File: config.mk
export PLATFORM = sky130hd
export DESIGN_NAME = sram_arbiter
export DESIGN_NICKNAME = d
export VERILOG_FILES = /design/src/rtl/sram_arbiter.sv
export SDC_FILE = /design/constraint.sdc
export NUM_CORES = 1
export LEC_CHECK = 0
export CORE_UTILIZATION = 35
export CTS_CLUSTER_DIAMETER = 150
export DETAILED_ROUTE_END_ITERATION = 16
export GPL_ROUTABILITY_DRIVEN = 0
export PLACE_DENSITY = 0.75
export SETUP_SLACK_MARGIN = 0.3
export SLEW_MARGIN = 20
export SYNTH_ARGS = -nofsm -noshare
export SYNTH_HDL_FRONTEND = slang
export SYNTH_SLANG_ARGS = --single-unit
File: constraint.sdc
create_clock -name clk -period 1.2 [get_ports clk]
set_input_delay 0.24 -clock clk [delete_from_list [all_inputs] [get_ports clk]]
set_output_delay 0.24 -clock clk [all_outputs]
set_load 0.02 [all_outputs]
File: src/rtl/sram_arbiter.sv
// Two-port arbiter in front of a single-port 512x8 SRAM macro.
// Optional clear sweep after reset, round-robin or fixed-priority grant,
// registered SRAM pins one cycle after accept, read data two cycles after accept.
module sram_arbiter #(
    parameter logic CLEAR_ON_RESET = 1'b1,
    parameter logic FIXED_PRIO     = 1'b0
) (
    input  logic       clk,
    input  logic       rst,

    input  logic       p0_valid,
    output logic       p0_ready,
    input  logic       p0_we,
    input  logic [8:0] p0_addr,
    input  logic [7:0] p0_wdata,
    input  logic [7:0] p0_wmask,
    output logic       p0_rvalid,
    output logic [7:0] p0_rdata,

    input  logic       p1_valid,
    output logic       p1_ready,
    input  logic       p1_we,
    input  logic [8:0] p1_addr,
    input  logic [7:0] p1_wdata,
    input  logic [7:0] p1_wmask,
    output logic       p1_rvalid,
    output logic [7:0] p1_rdata,

    output logic [8:0] sram_a,
    output logic [7:0] sram_d,
    output logic [7:0] sram_wen,
    output logic       sram_gwen,
    output logic       sram_cen,
    input  logic [7:0] sram_q,

    output logic       init_done
);

    localparam logic [0:0] S_INIT = 1'b0;
    localparam logic [0:0] S_RUN  = 1'b1;

    logic [0:0] r_state;
    logic [9:0] r_init_cnt;     // bit 9 set once address 511 has been issued
    logic       r_init_done;
    logic       r_last;         // port that won the most recent transfer
    logic [1:0] r_rd1;          // read issued to pins this cycle, per port
    logic [1:0] r_rd2;          // read data on sram_q this cycle, per port
    logic [8:0] r_sram_a;
    logic [7:0] r_sram_d;
    logic [7:0] r_sram_wen;
    logic       r_sram_gwen;
    logic       r_sram_cen;

    logic       w_run;
    logic       w_gnt0;
    logic       w_gnt1;
    logic       w_xfer;
    logic       w_sel;
    logic       w_we;
    logic [8:0] w_addr;
    logic [7:0] w_wdata;
    logic [7:0] w_wmask;

    // Grant selection; ready is combinational and suppressed during reset and the clear sweep.
    always_comb begin
        w_run = (r_state == S_RUN) && !rst;
        if (FIXED_PRIO) begin
            w_gnt0 = p0_valid;
            w_gnt1 = p1_valid && !p0_valid;
        end else begin
            w_gnt0 = p0_valid && (!p1_valid || r_last);
            w_gnt1 = p1_valid && (!p0_valid || !r_last);
        end
        p0_ready = w_run && w_gnt0;
        p1_ready = w_run && w_gnt1;
        w_xfer   = p0_ready || p1_ready;
        w_sel    = p1_ready;
        w_we     = w_sel ? p1_we    : p0_we;
        w_addr   = w_sel ? p1_addr  : p0_addr;
        w_wdata  = w_sel ? p1_wdata : p0_wdata;
        w_wmask  = w_sel ? p1_wmask : p0_wmask;
    end

    // State, clear sweep, SRAM pin registers and read-return pipeline.
    always_ff @(posedge clk) begin
        if (rst) begin
            r_state     <= CLEAR_ON_RESET ? S_INIT : S_RUN;
            r_init_cnt  <= 10'd0;
            r_init_done <= !CLEAR_ON_RESET;
            r_last      <= 1'b1;
            r_rd1       <= 2'b00;
            r_rd2       <= 2'b00;
            r_sram_a    <= 9'd0;
            r_sram_d    <= 8'h00;
            r_sram_wen  <= 8'hFF;
            r_sram_gwen <= 1'b1;
            r_sram_cen  <= 1'b1;
        end else begin
            r_rd2 <= r_rd1;
            r_rd1 <= {w_xfer && !w_we && w_sel, w_xfer && !w_we && !w_sel};
            if (r_state == S_INIT) begin
                if (!r_init_cnt[9]) begin
                    r_sram_a    <= r_init_cnt[8:0];
                    r_sram_d    <= 8'h00;
                    r_sram_wen  <= 8'h00;
                    r_sram_gwen <= 1'b0;
                    r_sram_cen  <= 1'b0;
                    r_init_cnt  <= r_init_cnt + 10'd1;
                end else begin
                    // Address 511 is on the pins this cycle; usable from the next one.
                    r_state     <= S_RUN;
                    r_init_done <= 1'b1;
                    r_sram_wen  <= 8'hFF;
                    r_sram_gwen <= 1'b1;
                    r_sram_cen  <= 1'b1;
                end
            end else if (w_xfer) begin
                r_last     <= w_sel;
                r_sram_cen <= 1'b0;
                r_sram_a   <= w_addr;
                if (w_we) begin
                    r_sram_gwen <= 1'b0;
                    r_sram_wen  <= ~w_wmask;
                    r_sram_d    <= w_wdata;
                end else begin
                    r_sram_gwen <= 1'b1;
                    r_sram_wen  <= 8'hFF;
                end
            end else begin
                r_sram_cen  <= 1'b1;
                r_sram_gwen <= 1'b1;
                r_sram_wen  <= 8'hFF;
            end
        end
    end

    // Outputs: pins straight from registers, read data gated to zero outside rvalid.
    always_comb begin
        sram_a    = r_sram_a;
        sram_d    = r_sram_d;
        sram_wen  = r_sram_wen;
        sram_gwen = r_sram_gwen;
        sram_cen  = r_sram_cen;
        p0_rvalid = r_rd2[0];
        p1_rvalid = r_rd2[1];
        p0_rdata  = r_rd2[0] ? sram_q : 8'h00;
        p1_rdata  = r_rd2[1] ? sram_q : 8'h00;
        init_done = r_init_done && !rst;
    end

endmodule

==> results of run 1 <==
timing repair:
action,CTS,global route
resized for setup,347,70
setup endpoints to repair,92,90
setup buffers,12,10
pin swaps,15,23
gates cloned,1,1
worst max-delay path, stage by stage (launching register included):
cell and delay, ns:
dfxtp_4 0.37, a21bo_4 0.23, buf_12 0.13, nor2_8 0.12, buf_12 0.14, mux2i_2 0.20
o21ai_1 0.10
final timing paths:
path	slack, ns	cells past startpoint	endpoint
setup / recovery	-0.21	6	sram_a[2]
hold / removal	0.45	1	r_rd2[0]
setup reg to reg	-0.21	6	sram_a[2]
hold reg to reg	0.45	1	r_rd2[0]
layer usage:
metal,vias up,routed length (um)
li1,1117,-
met1,1096,2830
met2,77,3800
met3,6,318
met4,0,46
met5,-,0
power groups by stage:
stage	registers [mW]	logic (mW)	clock network, mW
after floorplan	1.57	0.169	0
after global routing	1.52	0.652	1.30
final	1.51	0.613	1.25
after detailed placement	1.54	0.525	0
after global placement	1.54	0.516	0
after CTS	1.51	0.563	1.26
cell usage after synthesis (all sizes together):
master and number:
xor2 3, ha 1, nand4 1, a22o 1, a21oi 13, a22oi 9, buf 11, a21bo 1
nor2 17, nor2b 6, o21ai 21, and2 16, xnor2 4, nand2b 2, and4bb 2, a32oi 4
a21boi 1, and3 6, nand4b 1, or3 1, clkbuf 1, inv 2, mux2i 17, o211ai 5
a41oi 1, nand2 32, nor3 3, dfxtp 44
sequential cells by signal (all words and copies together), names as in the netlist:
register / flops
sram_a: 9
r_init_done: 1
sram_d: 8
sram_cen: 1
r_rd2: 2
r_rd1: 2
r_init_cnt: 10
r_state: 1
sram_gwen: 1
r_last: 1
sram_wen: 8
layout make-up:
cell class / instances / share of cell area
Timing Repair Buffer: 168 / 0.413
Multi-Input combinational cell: 168 / 0.312
Sequential cell: 44 / 0.221
Clock buffer: 7 / 0.0228
Tap cell: 72 / 0.0213
Clock inverter: 1 / 0.00711
Inverter: 2 / 0.00178
logic make-up (layout without fill, tap and decap cells):
group / Yosys count / in the layout / share of synthesized area
AND/OR/NAND/NOR: 87 / 87 / 0.227
AO/OA/AOI/OAI: 56 / 56 / 0.173
flip-flops: 44 / 44 / 0.426
multiplexers: 17 / 17 / 0.0824
buffers and inverters: 14 / 178 / 0.0557
XOR/XNOR: 7 / 7 / 0.0297
adder cells (fa/ha/maj): 1 / 1 / 0.00606
==> impl_metrics.env, run 1 <==
export IMPL_status="finished, violations left"
export IMPL_violations="negative setup slack"
export IMPL_cp_arrival_ns=1.59
export IMPL_routed_wl_mm=7.00
export IMPL_ant_nets=0
export IMPL_die_w_um=78.8
export IMPL_grt_util_met1=0.224
export IMPL_netSwitchingFraction=0.228
export IMPL_hold_violations=0
export IMPL_rsz0062_at_grt="true"
export IMPL_grt_pass1_vias=2207
export IMPL_synth_top_cell_by_area="dfxtp_1"
export IMPL_holdCritPathClass="reg -> reg"
export IMPL_fin_worst_skew_ns=0.00396
export IMPL_clk_latency_ns=0.31
export IMPL_synth_top_area_share=0.426
export IMPL_seq_area_um2=936
export IMPL_combPwrFrac=0.182
export IMPL_initial_core_util=0.368
export IMPL_fin_tns_setup_ns=-6.23
export IMPL_r2r_start="r_last"
export IMPL_tritoncts="yes"
export IMPL_p_leak_nw=1.82
export IMPL_drt_pre_antenna_iters=4
export IMPL_finalNetCount=454
export IMPL_maxSlewViolCount=0
export IMPL_portBuffers=111
export IMPL_post_route_period_util=1.18
export IMPL_holdWs_ns=0.445
export IMPL_drtIter0Drc=61
export IMPL_ys_ff_latch=44
export IMPL_drv_cap=0
export IMPL_synth_area_per_cell_um2=9.14
export IMPL_vias_per_cell=4.97
export IMPL_post_place_cells=430
export IMPL_hold_start="r_rd1[0]"
export IMPL_fin_ws_ns=-0.210
export IMPL_switchingPower_mw=0.767
export IMPL_layout_drive_gt1_share=0.523
export IMPL_final_setup_viol_count=52
export IMPL_cts_sinks=44
export IMPL_grt_pass1_wl_mm=9.95
export IMPL_max_freq_mhz=709
export IMPL_synth_nets=291
export IMPL_crit_fanout=5
export IMPL_clk_pin_slew_ns=0.08
export IMPL_start_kind="register"
export IMPL_ys_warn_count=0
export IMPL_cts_buffer_depth=2
export IMPL_grt_usage=0.202
export IMPL_yosysUniqueCellTypes=37
export IMPL_mostFrequentLayoutCell="buf_6"
export IMPL_ys_seq_area_frac=0.426
export IMPL_antenna_found_initial=0
export IMPL_antenna_cells=0
export IMPL_grt_max_degree=15
export IMPL_detailedPlace_worstSlack_ns=-0.736
export IMPL_intPower_mw=2.60
export IMPL_h_tree_depth=2
export IMPL_synth_area_leaders="dfxtp_1 (43%), mux2i_1 (8.2%), nand2_1 (5.8%)"
export IMPL_netlist_instances=226
export IMPL_cp_startpoint="r_last"
export IMPL_fp_coreArea_um2=5610
export IMPL_synth_area_um2=2070
export IMPL_end_kind="register"
export IMPL_utilization=0.753
export IMPL_finalPower_mw=3.37
export IMPL_multiInputGateArea_um2=1320
export IMPL_cts_root_buf="clkbuf_8"
export IMPL_io_pins=112
export IMPL_p_clk_frac=0.369
export IMPL_fp_dieArea_um2=6210
export IMPL_mostFrequentLayoutCells="buf_6 (64), clkdlybuf4s50_1 (54), buf_4 (34)"
export IMPL_post_route_min_period_ns=1.41
export IMPL_drc_errors=0
export IMPL_gr_usage_met2=0.383
export IMPL_routedWlPerCell_um=15.1
export IMPL_fill_cells=404
export IMPL_ctsHoldBuffers=0
export IMPL_p_seq_frac=0.449
export IMPL_grtUsageMet3=0.0517
export IMPL_peakVddDrop_uv=565
export IMPL_tightest_slew_ns=0.277
export IMPL_crit_type="reg -> reg"
export IMPL_cts_made_buffers=5
export IMPL_stdcell_count=462
export IMPL_powerDensity_nw_per_um2=798
export IMPL_critPathRequiredTime_ns=1.38
export IMPL_die_h_um=78.8
export IMPL_dpl_hpwl_mm=4.31
export IMPL_relSlewSlack=0.815
export IMPL_vias=2296
export IMPL_grt_overflow_total=0
export IMPL_top_usage_layer="met2"
export IMPL_placed_area_um2=3510
export IMPL_area_growth_pct=105
export IMPL_rows=27
export IMPL_final_cell_area_um2=4230
No activity file was read; power rests on OpenSTA's default activity.
==> run 2, diff against run 1 <==
--- a/config.mk
+++ b/config.mk
@@ -5,11 +5,11 @@
 export SDC_FILE = /design/constraint.sdc
 export NUM_CORES = 1
 export LEC_CHECK = 0
-export CORE_UTILIZATION = 35
+export CORE_UTILIZATION = 39
 export CTS_CLUSTER_DIAMETER = 150
 export DETAILED_ROUTE_END_ITERATION = 16
 export GPL_ROUTABILITY_DRIVEN = 0
-export PLACE_DENSITY = 0.75
+export PLACE_DENSITY = 0.79
 export SETUP_SLACK_MARGIN = 0.3
 export SLEW_MARGIN = 20
 export SYNTH_ARGS = -nofsm -noshare
==> constraint.sdc (replaced) <==
create_clock -name clk -period 1.6 [get_ports clk]
set_input_delay 0.32 -clock clk [delete_from_list [all_inputs] [get_ports clk]]
set_output_delay 0.32 -clock clk [all_outputs]
set_load 0.02 [all_outputs]
==> impl_metrics.env, run 2 (synthesis gave the netlist of run 1 again) <==
export IMPL_status="completed"
export IMPL_fin_worst_skew_ns=0.00848
export IMPL_rows=26
export IMPL_multiInputGateArea_um2=1200
export IMPL_max_freq_mhz=697
export IMPL_path_delay_family="flip-flops"
export IMPL_fp_coreArea_um2=5110
export IMPL_drtIter0Drc=98
export IMPL_post_route_min_period_ns=1.44
export IMPL_peakVddDrop_uv=408
export IMPL_start_kind="register"
export IMPL_initial_core_util=0.404
export IMPL_routedWlPerCell_um=14.2
export IMPL_tightest_slew_ns=0.274
export IMPL_path_cells="buf_6, nand2_2, nor2_4, buf_6"
export IMPL_drv_cap=0
export IMPL_fill_cells=408
export IMPL_antenna_found_initial=0
export IMPL_cp_arrival_ns=1.12
export IMPL_critical_path_slowest_cell="dfxtp_2"
export IMPL_vias=2176
export IMPL_worst_path_buf_inv=2
export IMPL_cts_root_buf="clkbuf_8"
export IMPL_mostFrequentLayoutCells="clkdlybuf4s50_1 (52), dfxtp_1 (38), nand2_1 (30)"
export IMPL_grt_usage=0.220
export IMPL_p_leak_nw=1.59
export IMPL_final_setup_viol_count=0
export IMPL_seq_area_um2=893
export IMPL_vias_per_cell=4.95
export IMPL_area_growth_pct=78.6
export IMPL_ctsHoldBuffers=0
export IMPL_clk_latency_ns=0.29
export IMPL_holdCritPathClass="reg -> reg"
export IMPL_antenna_cells=0
export IMPL_drt_pre_antenna_iters=4
export IMPL_stdcell_count=440
export IMPL_mostFrequentLayoutCell="clkdlybuf4s50_1"
export IMPL_die_h_um=74.8
export IMPL_cts_buffer_depth=2
export IMPL_relSlewSlack=0.817
export IMPL_grt_overflow_total=0
export IMPL_top_register="r_init_cnt"
export IMPL_finalNetCount=434
export IMPL_cts_sinks=44
export IMPL_routed_wl_mm=6.23
export IMPL_crit_fanout=4
export IMPL_portBuffers=111
export IMPL_tritoncts="yes"
export IMPL_dpl_hpwl_mm=4.17
export IMPL_cts_made_buffers=5
export IMPL_grt_max_degree=15
export IMPL_io_pins=112
export IMPL_end_kind="output pin"
export IMPL_layout_drive_gt1_share=0.305
export IMPL_finalPower_mw=2.24
export IMPL_holdWs_ns=0.439
export IMPL_powerDensity_nw_per_um2=607
export IMPL_cp_startpoint="r_state"
export IMPL_grt_pass1_wl_mm=9.29
export IMPL_fp_dieArea_um2=5590
export IMPL_cpPeakStageDelay_ns=0.35
export IMPL_h_tree_depth=2
export IMPL_largest_register_ffs=10
export IMPL_post_place_cells=418
export IMPL_post_route_period_util=0.897
export IMPL_crit_path_frequent_cell="buf_6"
export IMPL_ant_nets=0
export IMPL_die_w_um=74.8
export IMPL_drc_errors=0
export IMPL_hold_start="r_rd1[0]"
export IMPL_rsz0062_at_grt="true"
export IMPL_critPathRequiredTime_ns=1.28
export IMPL_crit_type="reg -> out"
export IMPL_hold_violations=0
export IMPL_grt_pass1_vias=2139
export IMPL_r2r_start="r_last"
export IMPL_maxSlewViolCount=0
export IMPL_utilization=0.722
export IMPL_clk_pin_slew_ns=0.08
[run 2: worst paths after layout]
check              end  slack, ns  depth (start not counted)
min           r_rd2[0]       0.44                          1
max           p1_ready       0.16                          4
min reg2reg   r_rd2[0]       0.44                          1
max reg2reg  sram_a[8]       0.17                          7
[run 2: what timing repair did]
| action | 4_1_cts | 5_1_grt |
|---|---|---|
| endpoints found under the setup margin | 77 | 69 |
| pin swaps | 5 | 13 |
| setup buffers | 7 | 6 |
| gates cloned | 1 | 0 |
| gates resized for setup | 177 | 52 |
| hold endpoints to repair | 0 | 0 |
[run 2: per-stage QoR]
step | cell area, um^2 | setup TNS [ns] | setup WS (ns)
final | 3690 | 0 | 0.165
after global routing | 3690 | 0 | 0.117
after CTS | 3570 | 0 | 0.172
after detailed placement | 3360 | -13.08 | -0.487
after global placement | 3360 | -12.06 | -0.468
after floorplan | 2080 | 0 | 0.241
[run 2: area by class of cell]
type                            count  share of cell area
Sequential cell                    44               0.242
Tap cell                           70              0.0237
Timing Repair Buffer              148               0.381
Inverter                            2             0.00204
Clock buffer                        8              0.0244
Multi-Input combinational cell    168               0.327
[run 2: layer usage]
metal	up-vias	wire, um	GRT usage
met3	8	313	0.0428
met2	79	3350	0.416
met4	0	112	0.0943
met5	-	0	0
li1	1073	-	-
met1	1016	2450	0.235
[run 2: report_power, final]
group | internal, mW | switching, mW | total [mW] | leakage [nW]
Combinational | 0.245 | 0.157 | 0.402 | 1.18
Sequential | 1.12 | 0.0130 | 1.13 | 0.362
Clock | 0.352 | 0.357 | 0.710 | 0.0455
Total | 1.71 | 0.527 | 2.24 | 1.59
[run 2: worst reg2reg max path, stage by stage, from the launching register on]
cell     delay [ns]
dfxtp_2        0.35
a21bo_4        0.23
buf_12         0.13
nor2_8         0.12
buf_12         0.12
buf_16         0.11
mux2i_1        0.19
o21ai_1        0.07
==> run 3, diff against run 2 <==
--- a/config.mk
+++ b/config.mk
@@ -5,13 +5,14 @@
 export SDC_FILE = /design/constraint.sdc
 export NUM_CORES = 1
 export LEC_CHECK = 0
+export CAP_MARGIN = 15
 export CORE_UTILIZATION = 39
 export CTS_CLUSTER_DIAMETER = 150
 export DETAILED_ROUTE_END_ITERATION = 16
 export GPL_ROUTABILITY_DRIVEN = 0
+export GPL_TIMING_DRIVEN = 0
 export PLACE_DENSITY = 0.79
 export SETUP_SLACK_MARGIN = 0.3
-export SLEW_MARGIN = 20
 export SYNTH_ARGS = -nofsm -noshare
 export SYNTH_HDL_FRONTEND = slang
 export SYNTH_SLANG_ARGS = --single-unit
==> impl_metrics.env, run 3 (synthesis gave the netlist of run 1 again) <==
export IMPL_status="completed"
export IMPL_cts_made_buffers=5
export IMPL_post_route_period_util=0.982
export IMPL_final_cell_area_um2=3660
export IMPL_grt_usage=0.207
export IMPL_die_w_um=74.8
export IMPL_h_tree_depth=2
export IMPL_post_route_min_period_ns=1.57
export IMPL_placed_area_um2=3270
export IMPL_crit_type="reg -> out"
export IMPL_end_kind="output pin"
export IMPL_peakVddDrop_uv=522
export IMPL_tightest_slew_ns=0.812
export IMPL_finalNetCount=429
export IMPL_top_register="r_init_cnt"
export IMPL_drt_pre_antenna_iters=4
export IMPL_drc_errors=0
export IMPL_maxSlewViolCount=0
export IMPL_mostFrequentLayoutCell="clkdlybuf4s50_1"
export IMPL_relSlewSlack=0.455
export IMPL_tritoncts="yes"
export IMPL_finalPower_mw=2.41
export IMPL_powerDensity_nw_per_um2=658
export IMPL_cts_sinks=44
export IMPL_area_growth_pct=77.2
export IMPL_cts_root_buf="clkbuf_8"
export IMPL_fill_cells=404
export IMPL_die_h_um=74.8
export IMPL_grt_max_degree=14
export IMPL_fp_dieArea_um2=5590
export IMPL_fin_tns_setup_ns=0
export IMPL_routed_wl_mm=5.94
export IMPL_antenna_cells=0
export IMPL_holdCritPathClass="in -> reg"
export IMPL_grt_overflow_total=0
export IMPL_rsz0062_at_grt="true"
export IMPL_fp_coreArea_um2=5110
export IMPL_critPathRequiredTime_ns=1.28
export IMPL_fin_worst_skew_ns=0.00460
export IMPL_layout_drive_gt1_share=0.312
export IMPL_drtIter0Drc=75
export IMPL_fin_ws_ns=0.0281
export IMPL_start_kind="register"
export IMPL_dpl_hpwl_mm=4.04
export IMPL_largest_register_ffs=10
export IMPL_grt_pass1_vias=2010
export IMPL_hold_violations=0
export IMPL_utilization=0.717
export IMPL_cts_buffer_depth=2
export IMPL_antenna_found_initial=0
export IMPL_vias_per_cell=4.94
export IMPL_clk_latency_ns=0.29
export IMPL_detailedPlace_worstSlack_ns=-0.875
export IMPL_ant_nets=0
export IMPL_drv_cap=0
export IMPL_portBuffers=110
export IMPL_mostFrequentLayoutCells="clkdlybuf4s50_1 (52), dfxtp_1 (38), buf_6 (32)"
export IMPL_rows=26
export IMPL_vias=2151
export IMPL_crit_fanout=10
export IMPL_io_pins=112
export IMPL_final_setup_viol_count=0
export IMPL_routedWlPerCell_um=13.7
export IMPL_p_leak_nw=1.60
export IMPL_cp_arrival_ns=1.25
export IMPL_grt_pass1_wl_mm=8.79
export IMPL_clk_pin_slew_ns=0.08
export IMPL_max_freq_mhz=636
export IMPL_initial_core_util=0.404
==> run 3: changes by cell type in the layout (fill, tap and decap cells not counted), sizes merged <==
cell / change
clkbuf: +4
dlygate4sd2: -2
buf: -4
bufinv: +1
clkdlybuf4s15: -4
==> run 3: worst max-delay path: stages, from the launching register on <==
cell     delay (ns)
dfxtp_2        0.34
a21bo_1        0.18
buf_6          0.12
buf_8          0.13
nor2_4         0.08
buf_6          0.12
==> run 3: path summary, 6_finish.rpt <==
kind | start | to | slack [ns] | cells after the start
worst max register to register | r_last | sram_a[2] | 0.11 | 7
worst min-delay path | rst | r_rd2[1] | 0.33 | 2
worst max-delay path | r_last | p1_ready | 0.03 | 5
worst min register to register | r_rd1[0] | r_rd2[0] | 0.44 | 1
==> run 3: per-layer routing <==
| metal | global-route usage | part of all wire |
|---|---|---|
| met5 | 0 | 0 |
| met4 | 0.0566 | 0.0094 |
| met3 | 0.0629 | 0.056 |
| met2 | 0.383 | 0.51 |
| met1 | 0.229 | 0.43 |
==> run 3: through the flow <==
stage               std cells  hold WS (ns)
global placement          406         0.437
global route              435         0.326
floorplan                 226         0.392
finish                    435         0.330
detailed placement        406         0.432
CTS                       426         0.323
==> run 3: final cells by class <==
class / count / area (um^2) / area share
plain buffers: 12 / 120 / 0.0328
flip-flops and latches: 44 / 896 / 0.245
multi-input cells: 168 / 1180 / 0.323
repair buffers: 131 / 1240 / 0.339
well taps: 70 / 87.6 / 0.0239
clock inverters: 1 / 30.0 / 0.00820
inverters: 2 / 7.51 / 0.00205
clock buffers: 7 / 96.3 / 0.0263
==> run 3: where the power goes <==
group | internal (mW) | leakage [nW] | total, mW | switching, mW
Combinational | 0.222 | 1.17 | 0.369 | 0.148
Clock | 0.551 | 0.0645 | 0.914 | 0.363
Sequential | 1.11 | 0.362 | 1.13 | 0.0131
==> run 3: repair_timing <==
action | 4_1_cts | 5_1_grt
setup endpoints to repair | 75 | 67
gates cloned | 2 | 0
gates resized for setup | 184 | 72
pin swaps | 4 | 5
endpoints found under the hold margin | 0 | 0
hold buffers | 0 | 0
setup buffers | 10 | 9
